--- config.mk ---
export PLATFORM = sky130hd
export DESIGN_NAME = hazard_scheduler_flat
export DESIGN_NICKNAME = d
export VERILOG_FILES = /design/src/rtl/hazard_scheduler_pkg.sv /design/src/rtl/hazard_scheduler_if.sv /design/src/rtl/hazard_scheduler_fwd_sel.sv /design/src/rtl/hazard_scheduler.sv /design/src/flat_wrapper.sv
export SDC_FILE = /design/constraint.sdc
export NUM_CORES = 1
export LEC_CHECK = 0
export CAP_MARGIN = 20
export CORE_ASPECT_RATIO = 1.4
export CORE_MARGIN = 2
export CORE_UTILIZATION = 45
export CTS_CLUSTER_DIAMETER = 60
export DETAILED_ROUTE_END_ITERATION = 10
export GPL_TIMING_DRIVEN = 0
export HOLD_SLACK_MARGIN = 0.06
export PLACE_DENSITY = 0.84
export SYNTH_ARGS = -nofsm -noshare
export SYNTH_HDL_FRONTEND = slang
export SYNTH_HIERARCHICAL = 1
export SYNTH_SLANG_ARGS = --single-unit
--- constraint.sdc ---
create_clock -name clk -period 3.05 [get_ports clk]
set_input_delay 0.305 -clock clk [delete_from_list [all_inputs] [get_ports clk]]
set_output_delay 0.305 -clock clk [all_outputs]
set_load 0.03 [all_outputs]
--- src/rtl/hazard_scheduler_pkg.sv ---
// Shared types for the decode-stage hazard scheduler.
// Forward select codes, pipeline entry structs and the match rule.
package hazard_scheduler_pkg;

    localparam logic [1:0] FWD_REG = 2'b00;
    localparam logic [1:0] FWD_E   = 2'b01;
    localparam logic [1:0] FWD_M   = 2'b10;

    typedef struct packed {
        logic       v;
        logic [5:0] rd;
        logic       regw;
        logic       memrd;
        logic       fpu;
    } hz_entry_t;

    typedef struct packed {
        logic       v;
        logic [5:0] rd;
        logic       regw;
    } hz_wb_t;

    typedef enum logic {
        RUN,
        FPU_BUSY
    } hz_state_e;

    // Integer x0 never forwards; fp reg 0 (6'b100000) does.
    function automatic logic hz_match(logic [5:0] rs, hz_wb_t w);
        return w.v & w.regw & (rs == w.rd) & (rs != 6'b000000);
    endfunction

endpackage

--- src/rtl/hazard_scheduler_if.sv ---
// Decode <-> hazard scheduler bundle.
// master = decode side, slave = scheduler side.
interface hazard_scheduler_if;
    import hazard_scheduler_pkg::*;

    logic       dec_valid;
    logic [5:0] dec_rs0;
    logic [5:0] dec_rs1;
    logic       dec_use0;
    logic       dec_use1;
    logic [5:0] dec_rd;
    logic       dec_regw;
    logic       dec_memrd;
    logic       dec_fpu;
    logic       flush;
    logic [1:0] forward0;
    logic [1:0] forward1;
    logic       stall_d;
    logic       stall_e;
    logic       bubble_e;

    modport master (
        output dec_valid, dec_rs0, dec_rs1, dec_use0, dec_use1,
        output dec_rd, dec_regw, dec_memrd, dec_fpu, flush,
        input  forward0, forward1, stall_d, stall_e, bubble_e
    );

    modport slave (
        input  dec_valid, dec_rs0, dec_rs1, dec_use0, dec_use1,
        input  dec_rd, dec_regw, dec_memrd, dec_fpu, flush,
        output forward0, forward1, stall_d, stall_e, bubble_e
    );

endinterface

--- src/rtl/hazard_scheduler_fwd_sel.sv ---
// Per-operand forward select: E result beats M result beats regfile.
// e_match also feeds the load-use detector.
module hazard_fwd_sel
    import hazard_scheduler_pkg::*;
(
    input  logic [5:0] rs,
    input  logic       rs_use,
    input  hz_wb_t     e,
    input  hz_wb_t     m,
    output logic [1:0] select,
    output logic       e_match
);

    logic m_match;

    assign e_match = rs_use & hz_match(rs, e);
    assign m_match = rs_use & hz_match(rs, m);

    assign select = e_match ? FWD_E :
                    m_match ? FWD_M : FWD_REG;

endmodule

--- src/rtl/hazard_scheduler.sv ---
// Decode-stage hazard scheduler: forwarding, load-use and FPU stalls.
// Optional HAZARD_PERF_CNT_EN adds perf_stall / perf_fpu counters.
module hazard_scheduler
    import hazard_scheduler_pkg::*;
#(
    parameter int FPU_LAT = 4
) (
    input  logic               clk,
    input  logic               rstn,
`ifdef HAZARD_PERF_CNT_EN
    output logic [31:0]        perf_stall,
    output logic [31:0]        perf_fpu,
`endif
    hazard_scheduler_if.slave  hz
);

    localparam int CW = $clog2(FPU_LAT + 1);

    hz_entry_t   e_q, e_d;
    hz_wb_t      m_q, m_d;
    hz_wb_t      e_wb;
    logic [CW-1:0] cnt_q, cnt_d;
    hz_state_e   state;
    logic        busy;
    logic        hit0, hit1, load_use;
    logic [1:0]  sel0, sel1;
    logic        stall_d, stall_e, bubble_e;

    assign e_wb  = '{v: e_q.v, rd: e_q.rd, regw: e_q.regw};
    assign busy  = e_q.fpu & (cnt_q != '0);
    assign state = busy ? FPU_BUSY : RUN;

    hazard_fwd_sel u_fwd0 (
        .rs      (hz.dec_rs0),
        .rs_use  (hz.dec_use0),
        .e       (e_wb),
        .m       (m_q),
        .select  (sel0),
        .e_match (hit0)
    );

    hazard_fwd_sel u_fwd1 (
        .rs      (hz.dec_rs1),
        .rs_use  (hz.dec_use1),
        .e       (e_wb),
        .m       (m_q),
        .select  (sel1),
        .e_match (hit1)
    );

    assign load_use = hz.dec_valid & e_q.memrd & (hit0 | hit1);

    always_ff @(posedge clk or negedge rstn) begin
        if (!rstn) begin
            e_q   <= '0;
            m_q   <= '0;
            cnt_q <= '0;
        end else begin
            e_q   <= e_d;
            m_q   <= m_d;
            cnt_q <= cnt_d;
        end
    end

    always_comb begin
        e_d      = e_q;
        m_d      = m_q;
        cnt_d    = cnt_q;
        stall_d  = 1'b0;
        stall_e  = 1'b0;
        bubble_e = 1'b0;
        unique case (state)
            FPU_BUSY: begin
                stall_d = 1'b1;
                stall_e = 1'b1;
                cnt_d   = cnt_q - CW'(1);
                m_d     = '0;
            end
            RUN: begin
                m_d = e_wb;
                if (hz.flush) begin
                    bubble_e = 1'b1;
                    e_d      = '0;
                end else if (load_use) begin
                    stall_d  = 1'b1;
                    bubble_e = 1'b1;
                    e_d      = '0;
                end else if (hz.dec_valid) begin
                    e_d = '{v: 1'b1, rd: hz.dec_rd, regw: hz.dec_regw,
                            memrd: hz.dec_memrd, fpu: hz.dec_fpu};
                    if (hz.dec_fpu) cnt_d = CW'(FPU_LAT - 1);
                end else begin
                    bubble_e = 1'b1;
                    e_d      = '0;
                end
            end
            default: begin
                e_d   = '0;
                m_d   = '0;
                cnt_d = '0;
            end
        endcase
    end

    // Outputs read as zero for as long as reset is held.
    assign hz.forward0 = rstn ? sel0 : FWD_REG;
    assign hz.forward1 = rstn ? sel1 : FWD_REG;
    assign hz.stall_d  = rstn & stall_d;
    assign hz.stall_e  = rstn & stall_e;
    assign hz.bubble_e = rstn & bubble_e;

`ifdef HAZARD_PERF_CNT_EN
    always_ff @(posedge clk or negedge rstn) begin
        if (!rstn) begin
            perf_stall <= '0;
            perf_fpu   <= '0;
        end else begin
            if (stall_d) perf_stall <= perf_stall + 32'd1;
            if (busy)    perf_fpu   <= perf_fpu + 32'd1;
        end
    end
`endif

endmodule

--- src/flat_wrapper.sv ---
// flat-port wrapper written by rule: the top's interface ports become plain ports
module hazard_scheduler_flat import hazard_scheduler_pkg::*;
#(
    parameter int FPU_LAT = 4
)
  (clk, rstn, hz_dec_valid, hz_dec_rs0, hz_dec_rs1, hz_dec_use0, hz_dec_use1, hz_dec_rd, hz_dec_regw, hz_dec_memrd, hz_dec_fpu, hz_flush, hz_forward0, hz_forward1, hz_stall_d, hz_stall_e, hz_bubble_e);
  hazard_scheduler_if hz_i ();
  input  logic clk;
  input  logic rstn;
  input wire logic [$bits(hz_i.dec_valid)-1:0] hz_dec_valid;
  input wire logic [$bits(hz_i.dec_rs0)-1:0] hz_dec_rs0;
  input wire logic [$bits(hz_i.dec_rs1)-1:0] hz_dec_rs1;
  input wire logic [$bits(hz_i.dec_use0)-1:0] hz_dec_use0;
  input wire logic [$bits(hz_i.dec_use1)-1:0] hz_dec_use1;
  input wire logic [$bits(hz_i.dec_rd)-1:0] hz_dec_rd;
  input wire logic [$bits(hz_i.dec_regw)-1:0] hz_dec_regw;
  input wire logic [$bits(hz_i.dec_memrd)-1:0] hz_dec_memrd;
  input wire logic [$bits(hz_i.dec_fpu)-1:0] hz_dec_fpu;
  input wire logic [$bits(hz_i.flush)-1:0] hz_flush;
  output wire logic [$bits(hz_i.forward0)-1:0] hz_forward0;
  output wire logic [$bits(hz_i.forward1)-1:0] hz_forward1;
  output wire logic [$bits(hz_i.stall_d)-1:0] hz_stall_d;
  output wire logic [$bits(hz_i.stall_e)-1:0] hz_stall_e;
  output wire logic [$bits(hz_i.bubble_e)-1:0] hz_bubble_e;
  assign hz_i.dec_valid = hz_dec_valid;
  assign hz_i.dec_rs0 = hz_dec_rs0;
  assign hz_i.dec_rs1 = hz_dec_rs1;
  assign hz_i.dec_use0 = hz_dec_use0;
  assign hz_i.dec_use1 = hz_dec_use1;
  assign hz_i.dec_rd = hz_dec_rd;
  assign hz_i.dec_regw = hz_dec_regw;
  assign hz_i.dec_memrd = hz_dec_memrd;
  assign hz_i.dec_fpu = hz_dec_fpu;
  assign hz_i.flush = hz_flush;
  assign hz_forward0 = hz_i.forward0;
  assign hz_forward1 = hz_i.forward1;
  assign hz_stall_d = hz_i.stall_d;
  assign hz_stall_e = hz_i.stall_e;
  assign hz_bubble_e = hz_i.bubble_e;
  hazard_scheduler #(.FPU_LAT(FPU_LAT)) u_core (.clk(clk), .rstn(rstn), .hz(hz_i));
endmodule
==> flow_summary.yaml <==
detailed_routing:
  dr_wl_met3_um: 154
  ant_nets: 0
  viasPerCell: 5.324
  met1Wirelength_um: 1252
  wl_per_cell_um: 15.48
  met2_length_um: 1686
  dr.pass1.iters: 4
  wirelength_um: 3158
  drc: 0
  top_layer: "met4"
  drtIter0Drc: 27
  num_vias: 1086
power:
  ir_drop_uv: 509.9
  power_density_nw_per_um2: 639.7
  p_leak_nw: 0.8444
  power_mw: 1.175
synthesis:
  synth_seq_cells: 21
  netlist_area_um2: 1334
  ys_types: 33
  yosys.area.top_type: "dfrtp_1"
  yosys-top-cells-area: "dfrtp_1 (39%), xnor2_1 (12%), mux2_4 (7.9%)"
  yosys_warnings: 6
  async_flop_share_pct: 100.0
  avgSynthCellArea_um2: 10.50
  synthCells: 127
  synth_top_cell_area_share_pct: 39.40
  ys_seq_area_share_pct: 39.40
  ys.flop_type: "dfrtp_1"
  syn_nets: 156
  synth_edf_count: 0
timing:
  setup_ws_ns: 0.02721
  fmax_mhz: 330.8
  fin_skew_ns: 0.004548
  relSlewSlack_pct: 72.91
  hold_violations: 0
  finalCritPeriodShare_pct: 99.11
  slew_violations: 0
  max_slew.worst_pin.slew_ns: 0.4027
  period_minus_slack_ns: 3.023
  setup_viol: 0
global_route:
  antenna_found_initial: 0
  grt_pass1_wl_um: 4733
  grt_start_max_net_pins: 28
  first_global_vias: 1056
  track_usage_pct: 18.51
  grt-ovfl-total: 0
run_status:
  status: "completed"
clocking:
  clkSlewWorstSetupHoldPaths_ns: 0.07
  cts_tree: "built"
  cts_max_level: 1
  cts_made_buffers: 3
  clkLatencyLatePin_ns: 0.26
  clockBufferDepth: 2
  clkSinkCount: 21
  cts_hold_buf: 0
  root_buffer: "clkbuf_8"
worst_setup_path:
  critical-path-max-stage-delay_ns: 0.59
  crit_family: "buffers and inverters"
  crit_slowest_cell: "or4_4"
  required_ns: 2.74
  worst_setup_path_start_kind: "input pin"
  cp_max_fo: 8
  crit_chain: "clkdlybuf4s50_1 > or4_4 > o31ai_4 > nor4_2 > o21ai_1 > buf_4 > nand2b_1 > a21oi_1 > dlygate4sd2_1"
  endpoint_kind: "output port"
  crit_buf_inv: 3
  crit_type: "in -> out"
  worstPathArrival_ns: 2.72
floorplanning:
  core_area_um2: 2849
  die_w_um: 50.01
  io_pins: 34
  initial_utilization_pct: 46.82
  row_count: 23
  dieArea_um2: 3421
  die_h_um: 68.42
placed_design:
  place.gp.congestion: 0.8803
  portBuffers: 33
  dpl_worst_slack_ns: -0.3083
  hpwl_um: 2215
cells_and_area:
  diodes: 0
  nNetsFinal: 197
  drive_gt1_share_pct: 17.96
  syn_to_final_growth_pct: 37.71
job:
  maxCapViolations: 0
worst_hold_path:
  min_path_type: "in -> async"
==> cell usage after synthesis, drive strengths merged (2+ instances only) <==
library cell	count
a21oi	4
mux2	8
inv	4
nand2	8
xor2	6
and2	11
nand2b	2
dfrtp	21
or4	2
nor4	4
buf	6
o31ai	2
xnor2	18
nand3	6
and3	9
nor3	2
ha	2
nand4	2
==> report_power, final <==
part | internal [mW] | switching [mW] | leakage (nW)
combinational | 0.286 | 0.253 | 0.545
clock | 0.0929 | 0.0840 | 0.0228
sequential | 0.370 | 0.0886 | 0.276
==> per-layer routing <==
| metal | up-vias | global-route usage, % |
|---|---|---|
| li1 | 516 | - |
| met1 | 521 | 20.42 |
| met2 | 43 | 34.38 |
| met3 | 6 | 2.402 |
| met4 | 0 | 9.722 |
| met5 | - | 0 |
==> what timing repair did <==
item,in CTS,in global routing
setup buffers,0,2
pin swaps,0,1
resized for setup,5,8
setup endpoints to repair,2,4
==> state kept, by name (all words and copies together), names as in the netlist <==
signal	flops
u_core/m_q	8
u_core/cnt_q	3
u_core/e_q	10
==> metrics by stage <==
step	std cells	cell area (um2)	hold slack (ns)	setup TNS (ns)	utilization (%)
after global placement	197	1710	0.5006	-0.4730	60.04
after CTS	201	1768	0.5481	-0.03183	62.06
after detailed placement	197	1710	0.5117	-0.5873	60.04
final	204	1837	0.3286	0	64.47
after global routing	204	1837	0.3533	-0.02223	64.47
after floorplan	127	1334	0.009409	0	-
==> cell type report <==
type	instances	area, um2
buffer	7	55.05
clock buffer	4	45.04
fill	232	1012
inverter	4	15.01
multi-input combinational	95	778.2
sequential	21	525.5
tap	37	46.29
timing repair buffer	36	371.6
==> kinds of logic after synthesis <==
group           Yosys count  share of synthesized area [%]
buf+inv                  11                          5.065
simple gates             50                          22.80
compound gates           10                          5.628
xor+xnor                 24                          15.76
flops                    21                          39.40
fa+ha+maj                 2                          1.876
mux                       9                          9.475
==> final timing paths <==
| kind | start | to | slack [ns] | cells after the start |
|---|---|---|---|---|
| max in group asynchronous | rstn | u_core/e_q[4] | 2.31 | 2 |
| min in group clk | u_core/e_q[1] | u_core/e_q[1] | 0.54 | 1 |
| max reg2reg | u_core/e_q[8] | u_core/e_q[5] | 0.90 | 8 |
| max | hz_dec_rs1[1] | hz_stall_d | 0.03 | 9 |
| min reg2reg | u_core/e_q[1] | u_core/e_q[1] | 0.54 | 1 |
| min | rstn | u_core/cnt_q[0] | 0.33 | 1 |
==> cell usage in the layout (no fill, tap or decap), types with 2 or more instances in the layout <==
cell	netlist	layout
nor4_2	0	2
nand4_1	2	2
and2_1	11	11
xor2_1	6	6
nor4_1	4	2
or4_4	0	2
dlymetal6s2s_1	0	2
nand3_1	6	6
ha_1	2	2
a21oi_1	4	4
nand2_1	7	7
dfrtp_1	21	21
buf_6	2	2
clkbuf_2	1	2
o31ai_4	0	2
inv_1	4	4
buf_4	2	5
mux2_4	7	7
clkbuf_8	0	3
xnor2_1	18	18
and3_1	9	9
clkdlybuf4s50_1	0	29
nor3_1	2	2
(Power assumes the default switching activity.)
